**config.mk**
```make
export PLATFORM = sky130hd
export DESIGN_NAME = memory_unfold_collector
export DESIGN_NICKNAME = d
export VERILOG_FILES = /design/src/rtl/memfold_pkg.sv /design/src/rtl/memory_unfold_collector.sv
export SDC_FILE = /design/constraint.sdc
export NUM_CORES = 1
export LEC_CHECK = 0
export ABC_AREA = 1
export CORE_MARGIN = 2
export CORE_UTILIZATION = 45
export CTS_CLUSTER_DIAMETER = 50
export CTS_CLUSTER_SIZE = 12
export DETAILED_ROUTE_END_ITERATION = 16
export PLACE_DENSITY_LB_ADDON = 0.12
export REMOVE_ABC_BUFFERS = 1
export SYNTH_ARGS = -nofsm -noshare
export SYNTH_HDL_FRONTEND = slang
export SYNTH_SLANG_ARGS = --single-unit
```
**constraint.sdc**
```tcl
create_clock -name clk -period 2.6 [get_ports clk]
set_clock_uncertainty 0.1 [all_clocks]
set_input_delay 0.65 -clock clk [delete_from_list [all_inputs] [get_ports clk]]
set_output_delay 0.65 -clock clk [all_outputs]
set_load 0.005 [all_outputs]
```
**src/rtl/memfold_pkg.sv**
```systemverilog
// Shared definitions for the memory fold/unfold pair.
// The fold and unfold blocks use the same frame geometry and state encoding.
package memfold_pkg;

    localparam int BW_DEF = 8;
    localparam int MW_DEF = 16;

    typedef enum logic [1:0] {
        FILL  = 2'd0,
        PROC  = 2'd1,
        DRAIN = 2'd2
    } state_t;

endpackage

```
**src/rtl/memory_unfold_collector.sv**
```systemverilog
// Collects a frame of MW words, decrements every element in place,
// then replays the frame in order on a valid/ready stream.
module memory_unfold_collector
    import memfold_pkg::*;
#(
    parameter int BW = BW_DEF,
    parameter int MW = MW_DEF
) (
    input  logic          clk,
    input  logic          rst,
    input  logic          in_valid,
    input  logic [BW-1:0] in_data,
    output logic          in_ready,
    output logic          out_valid,
    output logic [BW-1:0] out_data,
    input  logic          out_ready,
    output logic          busy,
    output logic          frame_done
);

    localparam int AW = $clog2(MW);
    localparam logic [AW-1:0] LAST = AW'(MW - 1);

    state_t        state;
    logic [AW-1:0] ptr;
    logic [BW-1:0] mem [MW];
    // Set once word MW-1 is loaded into out_data; ptr then stays at MW-1
    // instead of stepping past the end of the array.
    logic          last_out;

    assign in_ready = (state == FILL);
    assign busy     = (state != FILL);

    always_ff @(posedge clk) begin
        if (rst) begin
            state      <= FILL;
            ptr        <= '0;
            out_valid  <= 1'b0;
            out_data   <= '0;
            frame_done <= 1'b0;
            last_out   <= 1'b0;
        end else begin
            frame_done <= 1'b0;
            case (state)
                FILL: begin
                    if (in_valid) begin
                        mem[ptr] <= in_data;
                        if (ptr == LAST) begin
                            ptr   <= '0;
                            state <= PROC;
                        end else begin
                            ptr <= ptr + AW'(1);
                        end
                    end
                end
                PROC: begin
                    mem[ptr] <= mem[ptr] - BW'(1);
                    if (ptr == LAST) begin
                        // mem[0] was decremented on the first PROC cycle
                        out_data  <= mem[0];
                        out_valid <= 1'b1;
                        ptr       <= AW'(1);
                        last_out  <= 1'b0;
                        state     <= DRAIN;
                    end else begin
                        ptr <= ptr + AW'(1);
                    end
                end
                DRAIN: begin
                    if (out_ready) begin
                        if (last_out) begin
                            out_valid  <= 1'b0;
                            frame_done <= 1'b1;
                            ptr        <= '0;
                            last_out   <= 1'b0;
                            state      <= FILL;
                        end else begin
                            out_data <= mem[ptr];
                            if (ptr == LAST)
                                last_out <= 1'b1;
                            else
                                ptr <= ptr + AW'(1);
                        end
                    end
                end
                default: state <= FILL;
            endcase
        end
    end

endmodule

```
==> results.md <==
- Share of Yosys cell area claimed by the top area cell type: 0.577
- CORE AREA: 14500 um2
- Antenna violations before repair: 0
- Top cells by area, synth: edfxtp_1 58%, nand2_1 9.6%, dfxtp_1 6.3%, nand3_1 5.5%, inv_1 4.7%
- Commonest non-fill, non-tap cell in the layout: nand2_1
- Lkg Pwr: around 0.0032 uW
- NetSw: slightly below 3000 uW
- Flop2flop setup slack: approximately 0.09 ns
- Synth Flop Type: edfxtp_1
- Slew headroom: 0.602
- Clk pwr share: 0.286
- Post-DP HPWL: 10900 um
- Max Cap Violations: 0
- Starting Density: 0.460
- Mapped cell area: around 6700 um2
- Post-synth cell types: 32
- Area Growth Syn to Fin: 20.6%
- CTS Buf Count: 17
- Clk slew on worst S/H paths: 0.06 ns
- Die area: 15800 um2
- CP max stage delay: between 0.4 and 0.5 ns
- Rows: 44
- Critical Path RT: 2.78 ns
- PD cells: just over 1000 nW/um2
- Per-cell routed wire length: 18.3 um
- CP Cell Sequence: buf_12, nand2_1, nand3_1, nand3_1, nand3_2, nand2_2, inv_2, ha_1, inv_1, nor2_1, nand2_1, o21ai_1, nand3_1, nand2_1, buf_12
- Clk buf depth: 2
- Most frequent cells in the layout: 170 x nand2_1, 128 x edfxtp_1, 83 x inv_1
- Initial DRC count: 458
- WP data arrival: 2.69 ns
- Clock sink count: 149
- Sw Share: 0.356
- Ys async rst share: 0
- Synth warnings: 0
- Comb power frac: 0.360
- Worst-margin pin slew: 0.596 ns
- Largest net degree at the start of global routing: 68
- First-pass GRT wire length: 25700 um
- Register bit total from synthesis: 149
- Final Cycle Share: 0.965
- Post-synthesis sequential area ratio: 0.640
- Number of iterations in the first detailed-routing pass: 5
- Worst Path Max Fanout: 16
- Register area: roughly 4300 um2
- Crit path time final: 2.51 ns
- Cell taking the most area after synthesis: edfxtp_1
- Layout Nets: 754
- Startpoint types: flip-flop
- Diode count: 0
- Area of the multi-input gates: 1910 um2
- Syn avg cell area: 9.88 um2
- Clk Latency, worst-skew pair: 0.42 ns
- Internal Pwr Total: 5370 uW
- CP Class: flip-flop to flip-flop
- DRT antenna net count: 0
- Status: finished clean
- Slowest CP cell: dfxtp_4
- CTS root buf: clkbuf_16
- # H-tree levels: 4
- Die width: 126 um
- Ports: 24
- # DRC: 0
- Sequential Power Share: 0.354
- Final Util: 0.555
- Fin. Hold Viols: 0
- Number of global-route vias before repair: 4785
- EDFF count, synth: 128
- Cells after Synth: 674
- Height of the die: 126 um
- Routability cong.: 0.933
- Hold Crit Class: flip-flop to flip-flop
- CTS tree: yes
- Total power: 8320 uW
- Max rail drop VDD: 697 uV
- Via Count: 4890
- Total gr overflow: 0
- Port Buffers: 23
- Final-report setup violation count: 0
- Fin area: 8030 um2
- Worst Setup End Kind: flip-flop
- WL final: 17100 um
- Fmax: around 400 MHz
- Filler cells: 1265
- Post-DP Area: 7340 um2
- GRT Total Usage: 0.216
- Layout cells sized above 1: 0.127
- Slew Limit Fails: 0
- Vias per cell: approximately 5.3
## cells by family after synthesis
logic type,Yosys count,synth area share
AO/OA/AOI/OAI,80,0.0659
XOR/XNOR,1,0.00132
adder cells (fa/ha/maj),8,0.0150
buffers and inverters,116,0.0763
flip-flops,149,0.640
AND/OR/NAND/NOR,320,0.201
## what timing repair did
action	4_1_cts	5_1_grt
gates cloned	0	3
setup buffers	0	1
gates resized for setup	1	8
setup endpoints to repair	25	53
hold buffers	0	0
## registers in the layout, summed over array words and instances (netlist names), named ones only
name and flops:
mem 128, out_data 8, ptr 4, state 2, frame_done 1, last_out 1, out_valid 1
## worst paths after layout
kind | to | cells past startpoint | startpoint
min reg2reg | out_valid | 2 | out_valid
min | out_valid | 2 | out_valid
max | mem[14][6] | 15 | flip-flop
max reg2reg | mem[14][6] | 15 | flip-flop
## layer usage
| layer | wire length (um) | track usage | vias to the layer above |
|---|---|---|---|
| met5 | 0 | 0 | - |
| met4 | 348 | 0.0797 | 0 |
| met3 | 879 | 0.0501 | 29 |
| met2 | 8270 | 0.356 | 140 |
| met1 | 7560 | 0.280 | 2359 |
| li1 | - | - | 2362 |
## cell usage after synthesis, types with 5 or more instances
library cell	count
nand2_1	170
edfxtp_1	128
inv_1	83
nand3_1	73
nor2_1	60
o21ai_0	36
a21oi_1	21
dfxtp_1	21
buf_2	11
ha_1	8
clkbuf_1	7
a31oi_1	6
nand2_2	6
o21ai_1	5
## worst max-delay path, delay by kind of cell, from the launching register on
kind / cells / cell delay (ns)
adder cells (fa/ha/maj): 1 / 0.18
AND/OR/NAND/NOR: 9 / 0.99
AO/OA/AOI/OAI: 1 / 0.13
flip-flops: 1 / 0.49
buffers and inverters: 4 / 0.45
## power by group through the flow
stage / clock network (uW) / logic [uW] / registers [uW]
6_report: 2380 / 3000 / 2940
4_1_cts: 2420 / 2820 / 2910
5_1_grt: 2500 / 3310 / 2960
3_3_place_gp: 0 / 2790 / 2960
2_1_floorplan: 0 / 1620 / 3050
3_5_place_dp: 0 / 2800 / 2960
## through the flow
step	TNS (ns)	cells	setup slack, ns	hold slack (ns)
2_1_floorplan	-120.40	646	-1.19	0.360
3_3_place_gp	0	895	0.0526	0.360
3_5_place_dp	-0.144	895	-0.0157	0.368
4_1_cts	0	927	0.000575	0.375
5_1_grt	-0.0949	931	-0.00837	0.412
6_report	0	931	0.0919	0.378
## final cells by class
cell class              instances  share of cell area
clock buffers                  20              0.0544
clock inverters                12              0.0170
inverters                      88              0.0432
multi-input cells             409               0.238
flip-flops and latches        149               0.531
well taps                     184              0.0287
repair buffers                 69              0.0876
No activity file was read; power rests on OpenSTA's default activity.
